File: src/rtl/util_pkg.sv
// Shared ROB types: entries, allocation requests, EX updates and ARF writeback records.
package util_pkg;
  localparam int ROB_INDEX_BITS = 3;

  typedef logic [ROB_INDEX_BITS-1:0] rob_idx_t;

  typedef struct packed {
    logic        valid;
    logic        pending;
    logic        flushed;
    logic        valid_exception;
    logic [4:0]  cause;
    logic        valid_dest;
    logic [4:0]  ldst;
    logic [5:0]  pdst;
    logic [5:0]  ppdst;
    logic [31:0] pc;
    logic [31:0] data;
  } rob_entry;

  typedef struct packed {
    logic        valid_request_1;
    logic        valid_dest_1;
    logic [4:0]  ldst_1;
    logic [5:0]  pdst_1;
    logic [5:0]  ppdst_1;
    logic [31:0] pc_1;
    logic        valid_request_2;
    logic        valid_dest_2;
    logic [4:0]  ldst_2;
    logic [5:0]  pdst_2;
    logic [5:0]  ppdst_2;
    logic [31:0] pc_2;
  } new_entries;

  typedef struct packed {
    logic     is_full;
    logic     two_empty;
    rob_idx_t ticket;
  } to_issue;

  typedef struct packed {
    logic        valid;
    rob_idx_t    ticket;
    logic [31:0] data;
    logic        valid_exception;
    logic [4:0]  cause;
  } ex_update;

  typedef struct packed {
    logic        valid;
    logic        valid_write;
    logic        flushed;
    logic        exception;
    logic [4:0]  cause;
    rob_idx_t    ticket;
    logic [4:0]  ldst;
    logic [5:0]  pdst;
    logic [5:0]  ppdst;
    logic [31:0] pc;
    logic [31:0] data;
  } writeback_toARF;

  function automatic rob_entry mk_entry(input logic vd, input logic [4:0] ldst,
                                        input logic [5:0] pdst, input logic [5:0] ppdst,
                                        input logic [31:0] pc);
    rob_entry e;
    e            = '0;
    e.valid      = 1'b1;
    e.pending    = 1'b1;
    e.valid_dest = vd;
    e.ldst       = ldst;
    e.pdst       = pdst;
    e.ppdst      = ppdst;
    e.pc         = pc;
    return e;
  endfunction
endpackage

File: src/rtl/rob_commit_sel.sv
// Retire decision for the two oldest ROB entries: 0, 1 or 2 commits this cycle.
module rob_commit_sel (
  input  logic head_vld,
  input  logic head_pend,
  input  logic head_exc,
  input  logic next_vld,
  input  logic next_pend,
  input  logic next_exc,
  output logic retire1_o,
  output logic retire2_o
);
  assign retire1_o = head_vld & ~head_pend;
  // An exception on either entry keeps it alone at the commit port.
  assign retire2_o = retire1_o & next_vld & ~next_pend & ~head_exc & ~next_exc;
endmodule

File: src/rtl/rob_ctrl.sv
// Reorder buffer control: dual allocate, EX completion, in-order dual retire.
// Define ROB_FLUSH_EN to flush the whole ROB when an excepting entry reaches commit.
module rob_ctrl
  import util_pkg::*;
#(
  parameter int ROB_INDEX_BITS = util_pkg::ROB_INDEX_BITS
) (
  input  logic           clk,
  input  logic           rst,
  input  new_entries     alloc_i,
  output to_issue        issue_o,
  input  ex_update       ex_i,
  output writeback_toARF commit1_o,
  output writeback_toARF commit2_o
`ifdef ROB_FLUSH_EN
  ,
  output logic           flush_o,
  output logic [31:0]    flush_pc_o
`endif
);
  localparam int DEPTH = 1 << ROB_INDEX_BITS;
  localparam logic [ROB_INDEX_BITS:0] CNT_FULL = (ROB_INDEX_BITS+1)'(DEPTH);
  localparam logic [ROB_INDEX_BITS:0] CNT_TWO  = CNT_FULL - 2'd2;

  rob_entry                  rob_q [DEPTH];
  rob_entry                  rob_d [DEPTH];
  logic [ROB_INDEX_BITS-1:0] head_q, head_d, tail_q, tail_d, head_p1, tail_p1;
  logic [ROB_INDEX_BITS:0]   count_q, count_d, n_alloc, n_ret;
  logic                      is_full, two_empty, acc1, acc2, ret1, ret2, flush;
  rob_entry                  h_e, n_e;

  assign head_p1   = head_q + 1'b1;
  assign tail_p1   = tail_q + 1'b1;
  assign h_e       = rob_q[head_q];
  assign n_e       = rob_q[head_p1];
  assign is_full   = (count_q == CNT_FULL);
  assign two_empty = (count_q <= CNT_TWO);
  assign acc1      = alloc_i.valid_request_1 & ~is_full;
  assign acc2      = acc1 & alloc_i.valid_request_2 & two_empty;
  assign n_alloc   = {{ROB_INDEX_BITS{1'b0}}, acc1} + {{ROB_INDEX_BITS{1'b0}}, acc2};
  assign n_ret     = {{ROB_INDEX_BITS{1'b0}}, ret1} + {{ROB_INDEX_BITS{1'b0}}, ret2};

  assign issue_o.is_full   = is_full;
  assign issue_o.two_empty = two_empty;
  assign issue_o.ticket    = tail_q;

  rob_commit_sel u_sel (
    .head_vld  (h_e.valid),
    .head_pend (h_e.pending),
    .head_exc  (h_e.valid_exception),
    .next_vld  (n_e.valid),
    .next_pend (n_e.pending),
    .next_exc  (n_e.valid_exception),
    .retire1_o (ret1),
    .retire2_o (ret2)
  );

`ifdef ROB_FLUSH_EN
  assign flush      = ret1 & h_e.valid_exception;
  assign flush_o    = flush;
  assign flush_pc_o = flush ? h_e.pc : 32'h0;
`else
  assign flush = 1'b0;
`endif

  always_comb begin
    commit1_o = '0;
    commit2_o = '0;
    if (ret1) begin
      commit1_o.valid       = 1'b1;
      commit1_o.valid_write = h_e.valid_dest & ~flush;
      commit1_o.flushed     = h_e.flushed | flush;
      commit1_o.exception   = h_e.valid_exception;
      commit1_o.cause       = h_e.cause;
      commit1_o.ticket      = head_q;
      commit1_o.ldst        = h_e.ldst;
      commit1_o.pdst        = h_e.pdst;
      commit1_o.ppdst       = h_e.ppdst;
      commit1_o.pc          = h_e.pc;
      commit1_o.data        = h_e.data;
    end
    if (ret2) begin
      commit2_o.valid       = 1'b1;
      commit2_o.valid_write = n_e.valid_dest;
      commit2_o.flushed     = n_e.flushed;
      commit2_o.exception   = n_e.valid_exception;
      commit2_o.cause       = n_e.cause;
      commit2_o.ticket      = head_p1;
      commit2_o.ldst        = n_e.ldst;
      commit2_o.pdst        = n_e.pdst;
      commit2_o.ppdst       = n_e.ppdst;
      commit2_o.pc          = n_e.pc;
      commit2_o.data        = n_e.data;
    end
  end

  always_comb begin
    rob_d   = rob_q;
    head_d  = head_q + n_ret[ROB_INDEX_BITS-1:0];
    tail_d  = tail_q + n_alloc[ROB_INDEX_BITS-1:0];
    count_d = count_q + n_alloc - n_ret;
    // Completion is judged on registered state, so a freshly allocated slot ignores it.
    if (ex_i.valid && rob_q[ex_i.ticket].valid && rob_q[ex_i.ticket].pending) begin
      rob_d[ex_i.ticket].pending         = 1'b0;
      rob_d[ex_i.ticket].data            = ex_i.data;
      rob_d[ex_i.ticket].valid_exception = ex_i.valid_exception;
      rob_d[ex_i.ticket].cause           = ex_i.cause;
    end
    if (ret1) rob_d[head_q].valid = 1'b0;
    if (ret2) rob_d[head_p1].valid = 1'b0;
    if (acc1) rob_d[tail_q] = mk_entry(alloc_i.valid_dest_1, alloc_i.ldst_1,
                                       alloc_i.pdst_1, alloc_i.ppdst_1, alloc_i.pc_1);
    if (acc2) rob_d[tail_p1] = mk_entry(alloc_i.valid_dest_2, alloc_i.ldst_2,
                                        alloc_i.pdst_2, alloc_i.ppdst_2, alloc_i.pc_2);
    if (flush) begin
      for (int i = 0; i < DEPTH; i++) rob_d[i].valid = 1'b0;
      head_d  = '0;
      tail_d  = '0;
      count_d = '0;
    end
  end

  always_ff @(posedge clk or posedge rst) begin
    if (rst) begin
      for (int i = 0; i < DEPTH; i++) rob_q[i] <= '0;
      head_q  <= '0;
      tail_q  <= '0;
      count_q <= '0;
    end else begin
      rob_q   <= rob_d;
      head_q  <= head_d;
      tail_q  <= tail_d;
      count_q <= count_d;
    end
  end
endmodule

File: config.mk
export PLATFORM = sky130hd
export DESIGN_NAME = rob_ctrl
export DESIGN_NICKNAME = d
export VERILOG_FILES = /design/src/rtl/util_pkg.sv /design/src/rtl/rob_commit_sel.sv /design/src/rtl/rob_ctrl.sv
export SDC_FILE = /design/constraint.sdc
export NUM_CORES = 2
export LEC_CHECK = 0
export BUFFER_PORTS_ARGS = -buffer_cell sky130_fd_sc_hd__buf_4
export CORE_AREA = 2 2 387 389
export CTS_BUF_LIST = sky130_fd_sc_hd__clkbuf_8
export DETAILED_ROUTE_END_ITERATION = 10
export DIE_AREA = 0 0 389 391
export REMOVE_ABC_BUFFERS = 1
export SLEW_MARGIN = 20
export SYNTH_ARGS = -nofsm -noshare
export SYNTH_HDL_FRONTEND = slang
export SYNTH_SLANG_ARGS = --single-unit
File: constraint.sdc
create_clock -name clk -period 22.7 [get_ports clk]
set_input_delay 2.27 -clock clk [delete_from_list [all_inputs] [get_ports clk]]
set_output_delay 2.27 -clock clk [all_outputs]
set_load 0.05 [all_outputs]
==> metrics.cfg <==
[cts]
cts_root_buffer=clkbuf_8
cts.sinks=738
cts_tree=built
post_cts_buffers=0
cts_buffers=140
worst_skew_pair.late_latency_ps=880
clk_pin_slew_ps=60
post_cts_resized=0
cts_max_path_buffers=3
htree_levels=4
postCtsHoldBufs=0

[timing]
max_freq_mhz=118
rsz0062_at_grt=false
finalHoldViolCount=0
hold-worst-slack_ps=512
maxSlewHeadroom=0.256
setup_viol=0
fin_crit_ps=8480
drv_slew=0
post-route-period-util=0.374
worst_pin_slew_ps=1120
finClkSkew_ps=70.2
setup_ws_ps=14220

[yosys]
synth_edf_count=0
synth_cells=4233
synthTopCellsByArea=dfrtp_1, mux4_2, mux2i_1, nand2_1, o21ai_0
synth_cell_types=52
synth_top_family_by_area=multiplexers
synth-compound-area-share=0.0916
ys.flop_type=dfrtp_1
synth_area_per_cell_um2=10.4
syn_area_um2=44100
synth_xor_area_frac=0.00176
synthSimpleGateAreaFrac=0.105
synth_top_area_cell=dfrtp_1
synth.mux.area_fraction=0.328
yosysSeqAreaShare=0.419
netlist.area_leader.share=0.419
yosysWarnings=0
ys_ff_latch=738
synth_fa_ha_area_frac=0.00522
async_flop_share=1.00

[placed_design]
gp_congestion=0.827
dp_slack_ps=15150
dp.cells=6079
numPortBuffers=335
post-dp-hpwl_um=96000

[run_status]
status=finished clean

[detailed_routing]
first_iter_violations=3625
drtAntennaViolNets=0
routed-via-count=35600
routedWlPerCell_um=25.9
wl_um=164000
avgViaCountPerCell=5.62
first_pass_iters=6
drcViolationCount=0

[grt]
grt_pass1_wl_um=241000
grt_pass1_vias=35000
grt_max_degree=165
grt_antenna_before_repair=29
overflow=0
grt_usage=0.211

[cells_and_area]
final_net_count=4439
syn2layout_area_growth_pct=15.2
final_layout_size_suffix_gt1_frac=0.232
fill_cells=15000
stdcell_count=6332

[worst_setup_path]
critical_path_required_ps=20430
crit_path_max_fanout=55
critPathArrivalTime_ps=6210
start_kind=register
path_class=register to output port
cp-end-kind=output port

[floorplanning]
core_um2=149000
die-height_um=391
dieArea_um2=152000
placementRows=142
initial_core_util=0.297
dieWidth_um=389
num_io_pins=337

[pwr]
power_leakage_nw=22.1
power_density_nw_per_um2=159
ir_worst_vdd_mv=0.226

[run]
cap_violations=0

[min_path]
hp-class=register to register

[power breakdown]
part | total [mW] | switching (mW) | internal, mW
sequential | 2.46 | 0.531 | 1.93
clock | 1.38 | 0.639 | 0.738
combinational | 4.25 | 2.52 | 1.73
total | 8.09 | 3.69 | 4.39
[cells in the final DEF (no fill, tap or decap), types with 10 or more instances in the layout]
cell type,count
a21boi_0,10
a21boi_1,28
a21oi_1,221
buf_4,403
clkbuf_8,169
clkinv_2,13
dfrtp_1,735
ha_1,11
inv_1,74
mux2i_1,631
mux4_2,360
nand2_1,762
nand3_1,87
nor2_1,252
nor3_1,10
o21ai_0,479
[Yosys cell counts (2+ instances only)]
| cell type | n |
|---|---|
| nand2_1 | 763 |
| dfrtp_1 | 738 |
| mux2i_1 | 631 |
| o21ai_0 | 479 |
| mux4_2 | 360 |
| clkbuf_1 | 323 |
| nor2_1 | 261 |
| a21oi_1 | 221 |
| nand3_1 | 87 |
| buf_1 | 64 |
| buf_2 | 62 |
| clkbuf_2 | 50 |
| inv_1 | 31 |
| a21boi_1 | 28 |
| nor3_1 | 16 |
| ha_1 | 12 |
| a21boi_0 | 10 |
| nand4_1 | 7 |
| or4_1 | 7 |
| a31oi_1 | 6 |
| buf_4 | 6 |
| and3_1 | 5 |
| a2111oi_0 | 4 |
| a21o_1 | 4 |
| fa_1 | 4 |
| nand2b_1 | 4 |
| nor2b_1 | 4 |
| o31ai_1 | 4 |
| xnor2_1 | 4 |
| inv_2 | 3 |
| nand4b_1 | 3 |
| o21ai_1 | 3 |
| o21bai_1 | 3 |
| o22ai_1 | 3 |
| xor2_1 | 3 |
| and2_1 | 2 |
| mux2_2 | 2 |
| o21a_1 | 2 |
[cell type report]
class | instances | area, um2 | area share
diodes | 5 | 12.5 | 0.000246
inverters | 34 | 145 | 0.00286
flip-flops and latches | 738 | 18500 | 0.364
multi-input cells | 2956 | 23700 | 0.467
clock inverters | 79 | 549 | 0.0108
clock buffers | 169 | 2330 | 0.0458
well taps | 1944 | 2430 | 0.0479
repair buffers | 407 | 3110 | 0.0612
[sequential cells by signal, indices dropped and copies added (netlist names)]
signal   flops
tail_q       3
head_q       3
rob_q      728
count_q      4
[per-stage QoR]
| step | instance area, um2 | power (mW) | util | TNS, ps |
|---|---|---|---|---|
| global placement | 47900 | 6.62 | 0.322 | 0 |
| detailed placement | 47900 | 6.67 | 0.322 | 0 |
| global route | 50800 | 8.50 | 0.342 | 0 |
| finish | 50800 | 8.09 | 0.342 | 0 |
| CTS | 50800 | 8.07 | 0.342 | 0 |
| floorplan | 42000 | 5.56 | - | -204860 |
[logic make-up after synthesis]
| kind of cell | count (synthesis) |
|---|---|
| adders and majority gates | 16 |
| AOI/OAI and AO/OA | 772 |
| xor gates and xnor gates | 8 |
| and+or+nand+nor | 1165 |
| DFF | 738 |
| buffers and inverters | 539 |
| other | 1 |
| muxes | 994 |
[worst paths after layout]
path | startpoint | endpoint | slack (ps) | depth (start not counted)
max | head_q[1] | commit2_o[70] | 14220 | 8
min | rob_q[179] | rob_q[179] | 510 | 2
max reg2reg | head_q[1] | count_q[3] | 16370 | 13
min reg2reg | rob_q[179] | rob_q[179] | 510 | 2
max in group asynchronous | rst | rob_q[49] | 18090 | 5
min in group asynchronous | rst | rob_q[465] | 1500 | 2
[metal layers]
metal	global-route usage	routed length, um	vias up
li1	-	-	15100
met5	0	279	-
met4	0.0736	4600	46
met2	0.331	76500	1967
met1	0.278	66200	18100
met3	0.0627	16600	352
[worst max-delay path, stage by stage (launching register included)]
cell	delay, ps
dfrtp_4	670
inv_4	670
buf_4	900
mux2i_2	560
nand2_4	620
or3_4	920
buf_4	420
a21oi_1	240
buf_4	230
(Power assumes the default switching activity.)
